[src/rtl/fby4_period_monitor.sv]
// rtl/fby4_period_monitor.sv - period/high-time monitor for the divide-by-4 output
//
// Ports:
//   clk          system clock, all logic on posedge
//   rst          asynchronous reset, active-low
//   q_in         divided clock being monitored (asynchronous to clk)
//   clr          synchronous clear of the statistics, active-high
//   rise_tick    one-cycle pulse per detected rising edge of q_in
//   fall_tick    one-cycle pulse per detected falling edge of q_in
//   period       last measured period in clk cycles (rise to rise)
//   high_time    last measured high time in clk cycles (rise to fall)
//   period_valid one-cycle pulse when period is updated
//   period_cnt   completed periods since reset/clr, wraps
//   stalled      level, set when no edge has been seen for TIMEOUT cycles
module fby4_period_monitor #(
  parameter int SYNC_STAGES = 2,
  parameter int CNT_W       = 16,
  parameter int PCNT_W      = 16,
  parameter int TIMEOUT     = 1024
) (
  input  logic              clk,
  input  logic              rst,
  input  logic              q_in,
  input  logic              clr,
  output logic              rise_tick,
  output logic              fall_tick,
  output logic [CNT_W-1:0]  period,
  output logic [CNT_W-1:0]  high_time,
  output logic              period_valid,
  output logic [PCNT_W-1:0] period_cnt,
  output logic              stalled
);

  typedef enum logic {
    WAIT_FIRST = 1'b0,
    MEASURE    = 1'b1
  } state_t;

  localparam logic [CNT_W-1:0] CNT_MAX   = '1;
  localparam logic [CNT_W-1:0] TIMEOUT_C = CNT_W'(TIMEOUT);

  logic [SYNC_STAGES-1:0] sync_q, sync_d;
  logic                   q_d_q, q_d_d;
  state_t                 state_q, state_d;
  logic [CNT_W-1:0]       cyc_q, cyc_d;
  logic [CNT_W-1:0]       idle_q, idle_d;
  logic [CNT_W-1:0]       period_q, period_d;
  logic [CNT_W-1:0]       high_time_q, high_time_d;
  logic                   period_valid_q, period_valid_d;
  logic [PCNT_W-1:0]      period_cnt_q, period_cnt_d;
  logic                   stalled_q, stalled_d;
  logic                   rise_tick_q, rise_tick_d;
  logic                   fall_tick_q, fall_tick_d;

  logic q_s;
  logic rise;
  logic fall;
  logic any_edge;

  always_comb begin
    sync_d   = {sync_q[SYNC_STAGES-2:0], q_in};
    q_s      = sync_q[SYNC_STAGES-1];
    q_d_d    = q_s;
    rise     = q_s & ~q_d_q;
    fall     = ~q_s & q_d_q;
    any_edge = rise | fall;

    // Ticks come straight from edge detection; clr deliberately has no effect here.
    rise_tick_d = rise;
    fall_tick_d = fall;

    // Cycles since the last rise, saturating so a stuck input cannot wrap it.
    if (rise) begin
      cyc_d = CNT_W'(1);
    end else if (cyc_q == CNT_MAX) begin
      cyc_d = cyc_q;
    end else begin
      cyc_d = cyc_q + 1'b1;
    end

    // Cycles since the last edge of either polarity, saturating.
    if (any_edge) begin
      idle_d = '0;
    end else if (idle_q == CNT_MAX) begin
      idle_d = idle_q;
    end else begin
      idle_d = idle_q + 1'b1;
    end

    state_d        = state_q;
    period_d       = period_q;
    high_time_d    = high_time_q;
    period_valid_d = 1'b0;
    period_cnt_d   = period_cnt_q;
    stalled_d      = stalled_q;

    if (any_edge) begin
      stalled_d = 1'b0;
    end

    case (state_q)
      WAIT_FIRST: begin
        // First rise only establishes the reference; a lone fall is ignored.
        if (rise) begin
          state_d = MEASURE;
        end
      end
      MEASURE: begin
        if (rise) begin
          period_d       = cyc_q;
          period_valid_d = 1'b1;
          period_cnt_d   = period_cnt_q + 1'b1;
        end
        if (fall) begin
          high_time_d = cyc_q;
        end
      end
      default: state_d = WAIT_FIRST;
    endcase

    // Equality rather than >= so the timeout fires once; stalled then holds
    // until the next edge while period/high_time keep their last values.
    if (!any_edge && (idle_d == TIMEOUT_C)) begin
      stalled_d = 1'b1;
      state_d   = WAIT_FIRST;
    end

    // clr wins over a coincident rise. The idle timer restarts too so that a
    // divider still stuck after the clear is flagged again.
    if (clr) begin
      state_d        = WAIT_FIRST;
      period_d       = '0;
      high_time_d    = '0;
      period_valid_d = 1'b0;
      period_cnt_d   = '0;
      stalled_d      = 1'b0;
      idle_d         = '0;
    end
  end

  always_ff @(posedge clk or negedge rst) begin
    if (!rst) begin
      sync_q         <= '0;
      q_d_q          <= 1'b0;
      state_q        <= WAIT_FIRST;
      cyc_q          <= '0;
      idle_q         <= '0;
      period_q       <= '0;
      high_time_q    <= '0;
      period_valid_q <= 1'b0;
      period_cnt_q   <= '0;
      stalled_q      <= 1'b0;
      rise_tick_q    <= 1'b0;
      fall_tick_q    <= 1'b0;
    end else begin
      sync_q         <= sync_d;
      q_d_q          <= q_d_d;
      state_q        <= state_d;
      cyc_q          <= cyc_d;
      idle_q         <= idle_d;
      period_q       <= period_d;
      high_time_q    <= high_time_d;
      period_valid_q <= period_valid_d;
      period_cnt_q   <= period_cnt_d;
      stalled_q      <= stalled_d;
      rise_tick_q    <= rise_tick_d;
      fall_tick_q    <= fall_tick_d;
    end
  end

  assign rise_tick    = rise_tick_q;
  assign fall_tick    = fall_tick_q;
  assign period       = period_q;
  assign high_time    = high_time_q;
  assign period_valid = period_valid_q;
  assign period_cnt   = period_cnt_q;
  assign stalled      = stalled_q;

endmodule

[config.mk]
export PLATFORM = sky130hd
export DESIGN_NAME = fby4_period_monitor
export DESIGN_NICKNAME = d
export VERILOG_FILES = /design/src/rtl/fby4_period_monitor.sv
export SDC_FILE = /design/constraint.sdc
export NUM_CORES = 1
export LEC_CHECK = 0
export BUFFER_PORTS_ARGS = -buffer_cell sky130_fd_sc_hd__buf_4
export CORE_UTILIZATION = 52
export DETAILED_ROUTE_END_ITERATION = 7
export PLACE_DENSITY = 0.86
export SKIP_LAST_GASP = 1
export SYNTH_ARGS = -nofsm -noshare
export SYNTH_HDL_FRONTEND = slang
export SYNTH_SLANG_ARGS = --single-unit
[constraint.sdc]
create_clock -name clk -period 2.05 [get_ports clk]
set_input_delay 0.205 -clock clk [delete_from_list [all_inputs] [get_ports clk]]
set_output_delay 0.205 -clock clk [all_outputs]
set_load 0.005 [all_outputs]
After elaboration in Yosys (flattened, before gate mapping)
Index checks and enable logic that the tools add are counted.
{"block": "totals", "input_bits": 4, "elab_cells": 55, "out_inout_bits": 52, "ff_bits": 88}
{"block": "classes", "addsub": 3, "bitwise_logic": 5, "n_eq_ne": 4, "mux": 23, "reduce_logical": 8}
{"cell": "$mux W16", "n": 14}
{"cell": "$add A16 B1 Y16 const B", "n": 3}
{"cell": "$eq A16 B16 Y1 const B", "n": 2}
{"cell": "$eq A16 B11 Y1 const B", "n": 1}
{"cell": "$mux W1", "n": 9}
{"cell": "$reduce_bool A2 Y1", "n": 3}
{"cell": "$reduce_and A2 Y1", "n": 2}
{"cell": "$reduce_bool A3 Y1", "n": 1}
{"cell": "$and A1 B1 Y1", "n": 2}
{"cell": "$ne A2 B2 Y1 const B", "n": 1}
{"cell": "$not A1 Y1", "n": 2}
{"cell": "$logic_and A1 B1 Y1", "n": 1}
{"cell": "$logic_not A1 Y1", "n": 1}
{"cell": "$or A1 B1 Y1", "n": 1}

Depth between registers and ports, before layout
{"block": "logic_depth", "ltp_word": 8, "depth_mapped": 9, "ltp_nobuf": 8}

Worst setup path after synthesis
OpenSTA, ideal clock, no wires.
{"block": "synth_timing", "path_type": "reg-to-reg", "from": "reg idle_q[2]", "to": "reg stalled_q, in the netlist stalled", "setup_slack_ns": 0.046, "stages_incl_launch_ff": 8, "required_time_ns": 1.928, "arrival_time_ns": 1.882, "path_buffers": 1, "period_less_slack_ns": 2.004, "setup_time_ns": 0.122, "path_cell_list": "dfrtp_1 > and4_1 > nand2_1 > or4_1 > buf_2 > and2_1 > and3_1 > a32o_1"}
{"block": "synth_via", "elab_chain_cells": 7, "word_cells_on_any_way": 9, "cone_classes": "add/sub (1); eq/ne (2); mux (4); reduce/logical (2)"}
{"element": "start: declaration", "line_no": "46", "text": "logic [CNT_W-1:0] idle_q, idle_d;"}
{"element": "start signal: assignment", "line_no": "160", "text": "idle_q <= idle_d;"}
{"element": "$add A16 B1 Y16 or $eq A16 B16 Y1 (tied branches)", "line_no": "87, 84"}
{"element": "$mux W16 *", "line_no": "84", "text": "end else if (idle_q == CNT_MAX) begin"}
{"element": "$mux W16 *", "line_no": "82", "text": "if (any_edge) begin"}
{"element": "$eq A16 B11 Y1 *", "line_no": "123", "text": "if (!any_edge && (idle_d == TIMEOUT_C)) begin"}
{"element": "$logic_and A1 B1 Y1 *", "line_no": "123"}
{"element": "$mux W1", "line_no": "123"}
{"element": "$mux W1", "line_no": "130", "text": "if (clr) begin"}
{"element": "end signal: assignment", "line_no": "165", "text": "stalled_q <= stalled_d;"}
{"element": "end: declaration", "line_no": "51", "text": "logic stalled_q, stalled_d;"}
Mark *: on every way between the ends. The rest lies on a longest branch, timed or not.
A chain may end at the register's enable or synchronous reset.

Worst setup path after layout
{"block": "layout_timing", "from": "reg idle_q[5]", "to": "reg state_q"}
{"block": "layout_via", "elab_chain_cells": 7, "word_cells_on_any_way": 8, "cone_classes": "add/sub (1); eq/ne (2); mux (4); reduce/logical (1)"}
{"element": "$add A16 B1 Y16 or $eq A16 B16 Y1 (tied branches)", "line_no": "87, 84"}
{"element": "$mux W16 *", "line_no": "84"}
{"element": "$mux W16 *", "line_no": "82"}
{"element": "$eq A16 B11 Y1 *", "line_no": "123"}
{"element": "$logic_and A1 B1 Y1 *", "line_no": "123"}
{"element": "$mux W1 *", "line_no": "123"}
{"element": "$mux W1 *", "line_no": "130"}
{"element": "named net state_d", "line_no": "44", "text": "state_t state_q, state_d;"}
{"element": "end signal: assignment", "line_no": "158", "text": "state_q <= state_d;"}
{"element": "end: declaration", "line_no": "44"}
The timed path passes the listed nets; every way through them passes the cells marked *.

==> reports/qor.csv <==
stage,metric,value,unit
die,Die H,91.6,um
worst_setup_path,Worst R2R Start,idle_q[5],
worst_setup_path,Worst path slowest cell,dfrtp_1,
worst_setup_path,Setup crit start kind,register,
synthesis,top-area cell type share of the netlist area,0.528,
detailed_routing,first drt pass iteration count,4,
min_path,Hold Crit Depth,2,
worst_setup_path,R2R depth,6,
cells_and_area,share of cells above drive strength 1,0.226,
clock_network,CTS sink cnt,88,
timing,Final Skew,0.00971,ns
synthesis,synth top area cells,"dfrtp_1 53%, nand2_1 7.8%, xor2_1 5.2%, a21oi_1 4.8%, nor2_1 4.1%",
min_path,worst-case hold path end point,high_time[7],
place,post-detail-place hpwl,6.54,mm
die,area of the die,0.00839,sq mm
place,dpl cell area,0.00486,sq mm
die,Core Box Area,0.00773,sq mm
power_and_ir_drop,Pwr Density,684,mW/mm^2
min_path,Hold Crit Class,in2reg,
clock_network,CTS Buffer Depth,2,
die,Initial Util,0.540,
die,Top Ports,56,
synthesis,Synth Flop Type,dfrtp_1,
power_and_ir_drop,static leakage,0.00236,uW
die,standard-cell rows,32,
cells_and_area,final net count,530,
synthesis,sequential area share after synthesis,0.528,
timing,Slew headroom,0.542,
power_and_ir_drop,Clk pwr share,0.395,
detailed_routing,Vias/cell,5.58,
synthesis,"flops & latches, synth",88,
timing,final setup fails,0,
timing,RSZ-0062 raised after global routing,true,
clock_network,Num CTS Buffers,9,
timing,final worst-path cycle share,1.00,
timing,final hold vios,0,
run,MaxCap Viol Count,0,
synthesis,Synth Cell Area,0.00417,sq mm
detailed_routing,final WL,9.57,mm
power_and_ir_drop,Seq pwr share,0.515,
power_and_ir_drop,peak supply drop,0.383,mV
min_path,Hold Startpoint,clr,
worst_setup_path,CP endpoint kind,register,
synthesis,Synth area leader,dfrtp_1,
grt,vias in the first global route,3479,
timing,worst slew pin tran,0.679,ns
detailed_routing,# DRC,0,
grt,total grt overflow,0,
power_and_ir_drop,Comb power frac,0.091,
place,IO Port Bufs,55,
clock_network,CTS tree,done,
run_status,status,"finished, final reports clean",
timing,Final min period,2.05,ns
grt,initial antenna violation count,0,
grt,first-pass GRT wire length,16.1,mm
worst_setup_path,WP data arrival,2.29,ns
detailed_routing,antenna-violating nets left,0,
synthesis,Post-synth EDFFs,0,
cells_and_area,cell area after layout,0.00518,sq mm
grt,total global-route track usage,0.244,
detailed_routing,DR WL/cell,15.2,um
cells_and_area,ant diodes,0,
synthesis,Mapped Nets,449,
die,Chip Width,91.6,um
detailed_routing,initial DRC count,182,
power_and_ir_drop,P_int,2620,uW
timing,hold_ws,0.195,ns
worst_setup_path,"reg-to-reg slack, setup",0.0006,ns
synthesis,Ys Warns,0,
synthesis,cell count after synthesis,440,
worst_setup_path,Crit Path Category,reg2reg,
clock_network,"Clk Latency, worst-skew pair",0.37,ns
clock_network,Worst-path clk slew,0.10,ns
power_and_ir_drop,switching power summed over all nets,926,uW
worst_setup_path,Worst R2R End,state_q,
synthesis,Synth cell types,47,
grt,largest net degree at the start of global routing,47,
worst_setup_path,CP Cell Sequence,nand4_4 > o41ai_4 > xor2_1 > o2111ai_2 > a2111oi_4 > a31oi_1,
detailed_routing,via count of the routed design,3504,
synthesis,Syn Area/Cell,9.48,sq um
cells_and_area,Area Growth Syn to Fin,24.1,%
worst_setup_path,Crit path largest cell delay,0.43,ns
place,routability cong.,0.908,
clock_network,Root Driver,clkbuf_8,
timing,f_max,488,MHz
worst_setup_path,CP required,2.29,ns
clock_network,H-Tree Level Count,3,
worst_setup_path,largest fanout on the critical path,4,
synthesis,share of synthesized registers carrying an async set or reset,1.00,
cells_and_area,fill count,607,
timing,final slew viol count,0,
power_and_ir_drop,switching share of power,0.262,
-- layout by cell type (no fill, tap or decap), drive strengths merged, types with 6 or more instances in the layout --
cell type / Yosys / routed
and3: 9 / 9
nand3: 23 / 23
buf: 4 / 93
a21oi: 40 / 40
clkbuf: 21 / 9
nor2: 46 / 46
dfrtp: 88 / 88
inv: 6 / 10
a31oi: 6 / 6
mux2i: 6 / 6
o21ai: 8 / 8
xnor2: 9 / 9
and2: 8 / 8
nand4: 13 / 13
and4: 6 / 6
xor2: 25 / 25
nand2: 87 / 87
-- cell usage after synthesis (all sizes together), types with 8 or more instances --
library cell	count
nand3	23
nor2	46
dfrtp	88
o21ai	8
nand2	87
xor2	25
and2	8
xnor2	9
and3	9
a21oi	40
nand4	13
clkbuf	21
-- power by group through the flow --
stage,Clock [uW],Sequential [uW],Combinational [uW]
after floorplan,0,1860,148
after global placement,0,1850,303
after detailed placement,0,1860,312
after CTS,1400,1820,320
after global routing,1470,1830,359
final,1400,1820,321
-- timing repair --
action | in CTS | in global routing
endpoints found under the hold margin | 45 | 0
hold buffers | 2 | 0
setup buffers | 1 | 2
resized for setup | 1 | 4
pin swaps | 1 | 4
setup endpoints to repair | 2 | 2
-- worst max-delay path, delay by kind of cell, from the launching register on --
kind                      cells  cell delay, ns
AOI/OAI and AO/OA             4            1.09
DFF                           1            0.43
xor gates and xnor gates      1            0.25
and+or+nand+nor               1            0.16
-- metrics by stage --
step | power (uW) | instances | setup slack, ns | setup TNS [ns] | util
final | 3540 | 628 | 0.000643 | 0 | 0.670
after global routing | 3660 | 628 | -0.141 | -0.271 | 0.670
after CTS | 3550 | 626 | 0.0191 | 0 | 0.664
after detailed placement | 2170 | 607 | -0.125 | -0.237 | 0.629
after global placement | 2150 | 607 | -0.00377 | -0.00377 | 0.629
after floorplan | 2010 | 440 | 0.0464 | 0 | -
-- sequential cells by signal (all words and copies together) (netlist names) --
signal	count
cyc_q	16
high_time	16
idle_q	16
period	16
period_cnt	16
sync_q	2
fall_tick	1
period_valid	1
q_d_q	1
rise_tick	1
stalled	1
state_q	1
-- logic make-up (layout without fill, tap and decap cells) --
family          count (synthesis)  count (layout)  share of synthesized area
compound gates                 65              65                     0.0957
mux                             6               6                     0.0144
xor+xnor                       34              34                     0.0714
flops                          88              88                      0.528
buf+inv                        31             117                     0.0354
fa+ha+maj                       6               6                     0.0174
simple gates                  210             210                      0.238
-- metal layers --
layer / GRT usage / share of wire / wire length [um]
met4: 0.0847 / 0.015 / 142
met3: 0.0327 / 0.045 / 434
met2: 0.404 / 0.48 / 4610
met5: 0 / 0 / 0
met1: 0.330 / 0.46 / 4390
-- how the worst max path moves through the flow --
| stage | endpoint | startpoint | slack [ns] |
|---|---|---|---|
| 2_1_floorplan | stalled | idle_q[2] | 0.05 |
| 3_3_place_gp | stalled | idle_q[4] | -0.004 |
| 3_5_place_dp | state_q | idle_q[4] | -0.13 |
| 4_1_cts | state_q | idle_q[5] | 0.02 |
| 5_1_grt | state_q | idle_q[2] | -0.14 |
| 6_report | state_q | idle_q[5] | 0.0006 |
-- cell type report --
class	instances	area (sq um)	area share
multi-input combinational	321	1860	0.360
clock inverter	7	108	0.0208
inverter	6	22.5	0.00435
clock buffer	9	124	0.0239
sequential	88	2200	0.425
tap	102	128	0.0246
timing repair buffer	95	731	0.141
No activity file was read; power rests on OpenSTA's default activity.
